[config.mk]
export PLATFORM = sky130hd
export DESIGN_NAME = flag_branch_unit
export DESIGN_NICKNAME = d
export VERILOG_FILES = /design/src/rtl/flag_branch_unit.sv
export SDC_FILE = /design/constraint.sdc
export NUM_CORES = 1
export LEC_CHECK = 0
export CAP_MARGIN = 20
export CORE_UTILIZATION = 45
export DETAILED_ROUTE_END_ITERATION = 10
export HOLD_SLACK_MARGIN = 0.12
export PLACE_DENSITY = 0.79
export SLEW_MARGIN = 0
export SYNTH_ARGS = -nofsm -noshare
export SYNTH_HDL_FRONTEND = slang
export SYNTH_SLANG_ARGS = --single-unit
[constraint.sdc]
create_clock -name clk -period 4.1 [get_ports clk]
set_clock_uncertainty 0.2 [all_clocks]
set_input_delay 1.23 -clock clk [delete_from_list [all_inputs] [get_ports clk]]
set_output_delay 1.23 -clock clk [all_outputs]
set_load 0.02 [all_outputs]
[src/rtl/flag_branch_unit.sv]
// Flag register and conditional-branch resolver.
// Holds the architectural {N,V,Z} flags, evaluates B/BR conditions against
// forwarded flags, returns a registered one-cycle redirect and counts taken
// branches with saturation.
module flag_branch_unit #(
  parameter int unsigned CNT_W = 16
) (
  input  logic             clk,
  input  logic             rst_n,
  input  logic             flag_wr,
  input  logic             N_in,
  input  logic             V_in,
  input  logic             Z_in,
  input  logic             N_en,
  input  logic             V_en,
  input  logic             Z_en,
  input  logic             br_valid,
  output logic             br_ready,
  input  logic             br_reg,
  input  logic [2:0]       ccc,
  input  logic [8:0]       imm,
  input  logic [15:0]      pc_plus2,
  input  logic [15:0]      rs_val,
  output logic             resolved,
  output logic             taken,
  output logic [15:0]      redirect_pc,
  output logic [2:0]       flags,
  output logic [CNT_W-1:0] taken_cnt
);

  typedef enum logic [1:0] {
    IDLE,
    RESOLVE,
    FLUSH
  } state_t;

  state_t      state;
  state_t      state_nxt;
  logic        n_eff;
  logic        v_eff;
  logic        z_eff;
  logic        cond;
  logic        accept;
  logic [15:0] target;
  logic [15:0] next_pc;

  // Effective flags: a same-cycle enabled write bypasses the register
  always_comb begin
    n_eff = (flag_wr && N_en) ? N_in : flags[2];
    v_eff = (flag_wr && V_en) ? V_in : flags[1];
    z_eff = (flag_wr && Z_en) ? Z_in : flags[0];
  end

  // Condition-code evaluation
  always_comb begin
    cond = 1'b0;
    unique case (ccc)
      3'b000: cond = !z_eff;
      3'b001: cond = z_eff;
      3'b010: cond = !z_eff && !n_eff;
      3'b011: cond = n_eff;
      3'b100: cond = z_eff || !n_eff;
      3'b101: cond = n_eff || z_eff;
      3'b110: cond = v_eff;
      3'b111: cond = 1'b1;
      default: cond = 1'b0;
    endcase
  end

  // Branch target and next PC (B offset is a signed word count)
  always_comb begin
    target  = br_reg ? rs_val : (pc_plus2 + {{6{imm[8]}}, imm, 1'b0});
    next_pc = cond ? target : pc_plus2;
  end

  // Next-state and handshake; a taken resolution blocks RESOLVE and FLUSH
  always_comb begin
    state_nxt = state;
    br_ready  = 1'b0;
    unique case (state)
      IDLE: begin
        br_ready = 1'b1;
        if (br_valid) state_nxt = RESOLVE;
      end
      RESOLVE: begin
        if (taken) begin
          state_nxt = FLUSH;
        end else begin
          br_ready  = 1'b1;
          state_nxt = br_valid ? RESOLVE : IDLE;
        end
      end
      FLUSH: state_nxt = IDLE;
      default: state_nxt = IDLE;
    endcase
    if (!rst_n) br_ready = 1'b0;
    accept = br_valid && br_ready;
  end

  // State register
  always_ff @(posedge clk) begin
    if (!rst_n) state <= IDLE;
    else        state <= state_nxt;
  end

  // Flag register with per-flag enables gated by flag_wr
  always_ff @(posedge clk) begin
    if (!rst_n) begin
      flags <= '0;
    end else if (flag_wr) begin
      if (N_en) flags[2] <= N_in;
      if (V_en) flags[1] <= V_in;
      if (Z_en) flags[0] <= Z_in;
    end
  end

  // Registered resolution outputs; taken/redirect_pc hold between pulses
  always_ff @(posedge clk) begin
    if (!rst_n) begin
      resolved    <= 1'b0;
      taken       <= 1'b0;
      redirect_pc <= '0;
    end else begin
      resolved <= accept;
      if (accept) begin
        taken       <= cond;
        redirect_pc <= next_pc;
      end
    end
  end

  // Saturating taken-branch counter
  always_ff @(posedge clk) begin
    if (!rst_n) begin
      taken_cnt <= '0;
    end else if (resolved && taken && (taken_cnt != '1)) begin
      taken_cnt <= taken_cnt + CNT_W'(1);
    end
  end

endmodule

### Word-level counts from Yosys, hierarchy flattened

Index checks and enable logic that the tools add are counted.

* multiplexer cells: 13
* magnitude comparators: 0
* bitwise logic cells: 0
* $mul: 0
* add/sub/neg operators: 2
* divide/modulo/power cells: 0
* reductions and logical operators: 16
* equal/unequal tests: 10
* shifts and indexed selects: 0

Operator list (number)
* 16-bit two-way mux: 2
* 16-bit by 1-bit adder with 16-bit output, second input constant: 1
* 16-bit adder: 1
* 16-bit inequality test, second input constant: 1
* 3-bit == test, second input constant: 4
* 1-bit case mux with 8 select lines: 1
* 1-bit logical AND: 7
* 3-bit by 2-bit == test with 1-bit output, second input constant: 2
* 1-bit two-way mux: 6
* 2-bit AND reduction: 3
* 2-bit two-way mux: 2
* 2-bit case mux with 2 select lines: 1
* 3-bit by 1-bit == test with 1-bit output, second input constant: 1
* 3-bit logical NOT: 1
* 2-bit by 1-bit == test with 1-bit output, second input constant: 1
* 1-bit logical NOT: 2
* 2-bit logical NOT: 1
* 1-bit logical OR: 2
* 2-bit inequality test, second input constant: 1
* 1-bit case mux with 2 select lines: 1

* memory bits (read-only): 0
* latch bits: 0
* word-level logic and storage cells: 49
* memories: 0
* input port bits: 55
* bits in writable memories: 0
* bits in registers: 39

### Longest topological paths before layout

Gate-level depths: netlist (run 1).

* word-level depth: 6
* gate-level depth with buffers: 9
* mapped depth without buffers: 9

### Worst setup path after synthesis (run 1)

OpenSTA, ideal clock, no wires.

* kind: input-to-reg
* from: input imm[0]
* to: register redirect_pc[15]
* setup time: 0.122 ns
* stages on the path: 9
* arrival: 3.166 ns
* setup slack: 0.613 ns
* cell sequence: ha_1 -> inv_1 -> fa_1 -> nand2b_1 -> a21o_1 -> a21oi_1 -> nor3_1 -> or3b_1 -> a221o_1

* word-level cells in the longest chain between the ends: 3

Ends and longest elaborated chain
* start, declared: RTL line 21 `input logic [8:0] imm,`
* 16-bit adder: RTL line 72 `target = br_reg ? rs_val : (pc_plus2 + {{6{imm[8]}}, imm, 1'b0});`
* 16-bit two-way mux: RTL line 72
* 16-bit two-way mux: RTL line 73 `next_pc = cond ? target : pc_plus2;`
* end signal, assigned: RTL line 127 `redirect_pc <= next_pc;`
* end, declared: RTL line 26 `output logic [15:0] redirect_pc,`

No other way between the ends.
A chain may end at the register's enable or synchronous reset.

### Worst setup path in the final report (run 1)

* from: input imm[8]
* to: register redirect_pc[15]

The elaborated chain is that of the path after synthesis.

==> impl_metrics.tcl, run 1 <==
set metrics [dict create \
    status "complete, no violations" \
    area_growth_pct 39.5 \
    clkLatencyLatePin_ns 0.29 \
    io_buffers 92 \
    drt-met1-wl_um 3280 \
    synth-edff-count 0 \
    wl_met2_um 3470 \
    yosysUniqueCellTypes 55 \
    cts_tree "yes" \
    yosys_warnings 0 \
    synth_seq_cells 39 \
    cts.root.buffer_cell "clkbuf_8" \
    vdd.ir_drop.worst_mv 0.147 \
    p_per_area_mw_per_mm2 266 \
    cts_sinks 39 \
    slowest_stage "clkdlybuf4s50_1" \
    wirelength_um 7130 \
    yosysTopAreaCellShare_pct 28.5 \
    whs_endpoint "state[1]" \
    topRoutingLayerUsed "met4" \
    tns_ns 0 \
    critPathTopFamily "compound AO/OA/AOI/OAI gates" \
    grt_pass1_vias 2570 \
    synth_flop_cell "dfxtp_1" \
    hold_path_class "flip-flop to flip-flop" \
    mostFrequentLayoutCells "clkdlybuf4s50_1, dfxtp_1, nand2_1, nand3_1, o21ai_0" \
    antenna_found_initial 0 \
    clkTransAtPathRegs_ns 0.08 \
    post-route-period-util_pct 92.0 \
    final_nets 486 \
    io_pins 93 \
    syn_area_mm2 0.00274 \
    wl_per_cell_um 14.5 \
    diodes 0 \
    cp.required_ns 4.09 \
    regToRegEndpoint "redirect_pc[6]" \
    r2r_slack_ns 1.76 \
    synth-async-reset-ratio_pct 0 \
    finalCriticalPeriod_ns 3.77 \
    grt_max_degree 40 \
    synth_cells 323 \
    cts_made_buffers 5 \
    fp.dieH_um 80.0 \
    synth.largest_area_cell "dfxtp_1" \
    reg2reg_from "flags[2]" \
    die_x_um 80.0 \
    worstHoldPathCells 2 \
    cp.buffers_inverters 1 \
    rows 28 \
    gr-total-overflow 0 \
    clockBufferDepth 2 \
    seq_area_frac_synth_pct 28.5 \
    num_vias 2776 \
    yosys-top-cells-area "dfxtp_1, ha_1, nand3_1, nand2_1, mux2i_1" \
    final_util_pct 64.8 \
    slew_viol_final 0 \
    synth_nets 394 \
    rsz0062_at_grt "no" \
    setup_viol 0 \
    cts_setup_buffers 0 \
    layout_commonest_cell "clkdlybuf4s50_1" \
    leakage_nw 1.53 \
    grt_usage_pct 23.4 \
    cts_max_level 2 \
    vias_per_cell 5.65 \
    start_util_pct 46.5 \
    critPathMaxFanout 7 \
    crit_arrival_ns 3.76 \
    worstHoldStart "state[0]" \
    ant_nets 0 \
    path_cells "clkdlybuf4s50_1, ha_1, a21oi_4, o21ai_2, a2111o_1, o211ai_2, or3b_1, a221o_1" \
    tightest_slew_ns 0.446 \
    path_class "input pin to flip-flop" \
    route.met3.wl_um 298 \
    fmax_mhz 265 \
    postSynthAreaPerCell_um2 8.47 \
    drive_above_1_share_pct 7.69 \
    grt_pass1_wl_um 11800 \
    end_kind "flip-flop" \
    place_hpwl_um 5400 \
    gp_congestion 0.862 \
    slew_headroom_pct 70.0 \
    slowest_delay_ns 0.58 \
    drv_cap 0 \
    hold_buffers 0 \
    finalHoldViolCount 0 \
    route.detailed.drc 0 \
    core_mm2 0.00589 \
    drt_iter0_markers 72 \
    start_kind "input pin" \
    dieArea_mm2 0.00639 \
    drtPass1Iterations 6 \
    cts_resized 0 \
    rr_worst_depth 6 \
]
==> state kept, by name, indices dropped and copies added (netlist names) <==
signal,flops
flags,3
redirect_pc,16
resolved,1
state,2
taken,1
taken_cnt,16
==> through the flow <==
stage                     hold WS [ns]  cells  instance area, um2  total power [mW]  setup slack, ns
after floorplan                  0.215    323                2740             0.618            0.613
after global placement           0.225    483                3730             0.751           0.0505
after detailed placement         0.232    483                3730             0.756           0.0285
after CTS                        0.243    491                3810              1.02           0.0524
after global routing             0.289    491                3820              1.06            0.244
final                            0.241    491                3820              1.01            0.327
==> per-layer routing <==
layer	vias up	GRT usage, %
met1	1297	29.5
met3	9	3.09
met4	0	6.79
li1	1384	-
met5	-	0
met2	86	41.0
==> power by group <==
| group | leakage (nW) | switching, mW | internal, mW |
|---|---|---|---|
| combinational | 1.17 | 0.167 | 0.170 |
| clock | 0.0412 | 0.145 | 0.119 |
| sequential | 0.319 | 0.0123 | 0.401 |
==> cell usage after synthesis, types with 5 or more instances <==
| library cell | number |
|---|---|
| mux2i_1 | 10 |
| o21ai_0 | 19 |
| and2_1 | 12 |
| nand3_1 | 23 |
| and3_1 | 12 |
| inv_1 | 10 |
| a221o_1 | 7 |
| nor3_1 | 5 |
| xnor2_1 | 9 |
| xor2_1 | 9 |
| nand4_1 | 9 |
| ha_1 | 15 |
| nand2_1 | 30 |
| nand2b_1 | 6 |
| nor2_1 | 11 |
| a21oi_1 | 12 |
| clkbuf_1 | 9 |
| dfxtp_1 | 39 |
| nor2b_1 | 6 |
==> worst max path at each step <==
stage                 from         endpoint  slack (ns)  depth (start not counted)
CTS                  rst_n         br_ready        0.05                          4
finish              imm[8]  redirect_pc[15]        0.33                          8
global placement     rst_n         br_ready        0.05                          4
detailed placement  imm[8]  redirect_pc[15]        0.03                          8
global route        imm[8]  redirect_pc[15]        0.24                          8
floorplan           imm[0]  redirect_pc[15]        0.61                          9
==> kinds of logic (layout without fill, tap and decap cells) <==
group / count (synthesis) / count (layout) / synth area share [%]
muxes: 14 / 14 / 5.31
and+or+nand+nor: 128 / 128 / 25.3
AOI/OAI and AO/OA: 85 / 85 / 23.7
adders and majority gates: 16 / 16 / 7.59
DFF: 39 / 39 / 28.5
buffers and inverters: 23 / 116 / 3.80
xor gates and xnor gates: 18 / 18 / 5.76
==> layout make-up <==
cell class | count | area [um2]
clock buffers | 6 | 72.6
clock inverters | 2 | 12.5
fillers | 526 | 2070
inverters | 10 | 37.5
multi-input cells | 261 | 1850
flip-flops and latches | 39 | 781
well taps | 75 | 93.8
repair buffers | 98 | 968
==> worst register-to-register path, stage by stage (launching register included) <==
cell       delay, ns
dfxtp_1         0.33
a21bo_2         0.25
a2111oi_0       0.45
a2111o_2        0.24
nand3_4         0.20
nor2_2          0.41
a221o_1         0.23
Note: power is estimated with default switching activity, not from simulation.
==> inputs of run 2 (changes only) <==
==> constraint.sdc (replaced) <==
create_clock -name clk -period 4 [get_ports clk]
set_clock_uncertainty 0.2 [all_clocks]
set_input_delay 1.2 -clock clk [delete_from_list [all_inputs] [get_ports clk]]
set_output_delay 1.2 -clock clk [all_outputs]
set_load 0.02 [all_outputs]
==> run 2 against run 1 <==
Effect of this change:
- sequential share of layout area is 0.28 points lower
- register-to-register slack worse by 0.12 ns
- sequential cell count unchanged
- cell count rose by 0.81%
- sequential power up 3%
- cell area grew 1.4%
- clock power increased by 27%
- first-iteration DRC count is 89% higher
- utilization up 0.91 points
==> impl_metrics.tcl, run 2 (synthesis results as in run 1) <==
set metrics [dict create \
    core_mm2 0.00589 \
    num_vias 2741 \
    cts.root.buffer_cell "clkbuf_8" \
    io_buffers 92 \
    clockBufferDepth 2 \
    cts_made_buffers 5 \
    drv_cap 0 \
    cts_setup_buffers 0 \
    fin_worst_hold_slack_ns 0.240 \
    leakage_nw 1.56 \
    p_per_area_mw_per_mm2 286 \
    grt-busiest-layer "met2" \
    critPathMaxFanout 2 \
    vdd.ir_drop.worst_mv 0.189 \
    drive_above_1_share_pct 8.81 \
    grt_pass1_vias 2593 \
    cp.required_ns 2.60 \
    mostFrequentLayoutCells "clkdlybuf4s50_1, dfxtp_1, nand2_1, nand3_1, o21ai_0" \
    clkLatencyLatePin_ns 0.29 \
    io_pins 93 \
    cts_max_level 2 \
    top_regs "redirect_pc (16), taken_cnt (16), flags (3)" \
    cts_tree "yes" \
    status "complete, no violations" \
    start_kind "input pin" \
    vias_per_cell 5.54 \
    power_mw 1.11 \
    hold_buffers 0 \
    gr-total-overflow 0 \
    fmax_mhz 269 \
    met1_usage_pct 29.0 \
    rows 28 \
    slew_viol_final 0 \
    place_hpwl_um 5550 \
    grt_pass1_wl_um 11700 \
    finalCriticalPeriod_ns 3.72 \
    fin_ws_ns 0.279 \
    post-route-period-util_pct 93.0 \
    drt_iter0_markers 136 \
    fp.dieH_um 80.0 \
    final_nets 490 \
    tightest_slew_ns 0.428 \
    layout_commonest_cell "clkdlybuf4s50_1" \
    wirelength_um 7140 \
    grtUsageMet2_pct 40.5 \
    drtPass1Iterations 4 \
    antenna_found_initial 0 \
    hold_path_class "flip-flop to flip-flop" \
    dpl.cell_count 487 \
    cts_resized 1 \
    dieArea_mm2 0.00639 \
    use_met3_pct 3.43 \
    cts_sinks 39 \
    route.detailed.drc 0 \
    finalHoldViolCount 0 \
    path_class "input pin to output port" \
    clkTransAtPathRegs_ns 0.08 \
    crit_arrival_ns 2.32 \
    die_x_um 80.0 \
    setup_viol 0 \
    end_kind "output port" \
    worstHoldPathCells 2 \
    area_growth_pct 41.5 \
    wl_per_cell_um 14.4 \
    start_util_pct 46.5 \
    slew_headroom_pct 70.8 \
    tns_ns 0 \
    dp_slack_ns -0.0320 \
    gp_congestion 0.900 \
    grt_usage_pct 23.4 \
    rr_worst_depth 6 \
    diodes 0 \
    rsz0062_at_grt "no" \
    grt_max_degree 40 \
    stdcell_count 495 \
    ant_nets 0 \
]
-- run 2: cell types whose count changed in the layout (fill, tap and decap cells not counted), sizes merged --
| cell | change |
|---|---|
| bufinv | +1 |
| clkinvlp | -1 |
| dlymetal6s2s | -1 |
| buf | +4 |
| dlygate4sd2 | +1 |
| clkinv | +1 |
| clkbuf | -1 |
-- run 2: final cells by class --
class,count,area (um2)
fill,501,2020
timing repair buffer,102,995
inverter,10,37.5
sequential,39,781
clock inverter,3,43.8
multi-input combinational,261,1850
tap,75,93.8
clock buffer,5,68.8
-- run 2: metrics by stage --
step / instance area [um2] / util (%)
finish: 3870 / 65.8
detailed placement: 3760 / 63.9
CTS: 3870 / 65.8
global route: 3870 / 65.8
floorplan: 2740 / -
global placement: 3760 / 63.9
-- run 2: worst max-delay path, cell delays in order --
cell	delay [ns]
clkdlybuf4s50_1	0.49
nand2b_1	0.08
a21oi_1	0.19
dlygate4sd2_1	0.36
-- run 2: final timing paths --
path / from / endpoint / slack [ns]
worst min-delay path: state[0] / state[1] / 0.24
worst min register to register: state[0] / state[1] / 0.24
worst max register to register: flags[2] / redirect_pc[5] / 1.64
worst max-delay path: rst_n / br_ready / 0.28
-- run 2: where the power goes --
part	switching (mW)	total [mW]	internal [mW]	leakage (nW)
clock	0.149	0.335	0.186	0.0581
sequential	0.0130	0.424	0.411	0.319
combinational	0.171	0.348	0.177	1.18
-- run 2: layer usage --
layer  routed length [um]  vias up
met2                 3520       85
li1                     -     1393
met3                  381       10
met5                    0        -
met4                  101        0
met1                 3130     1253
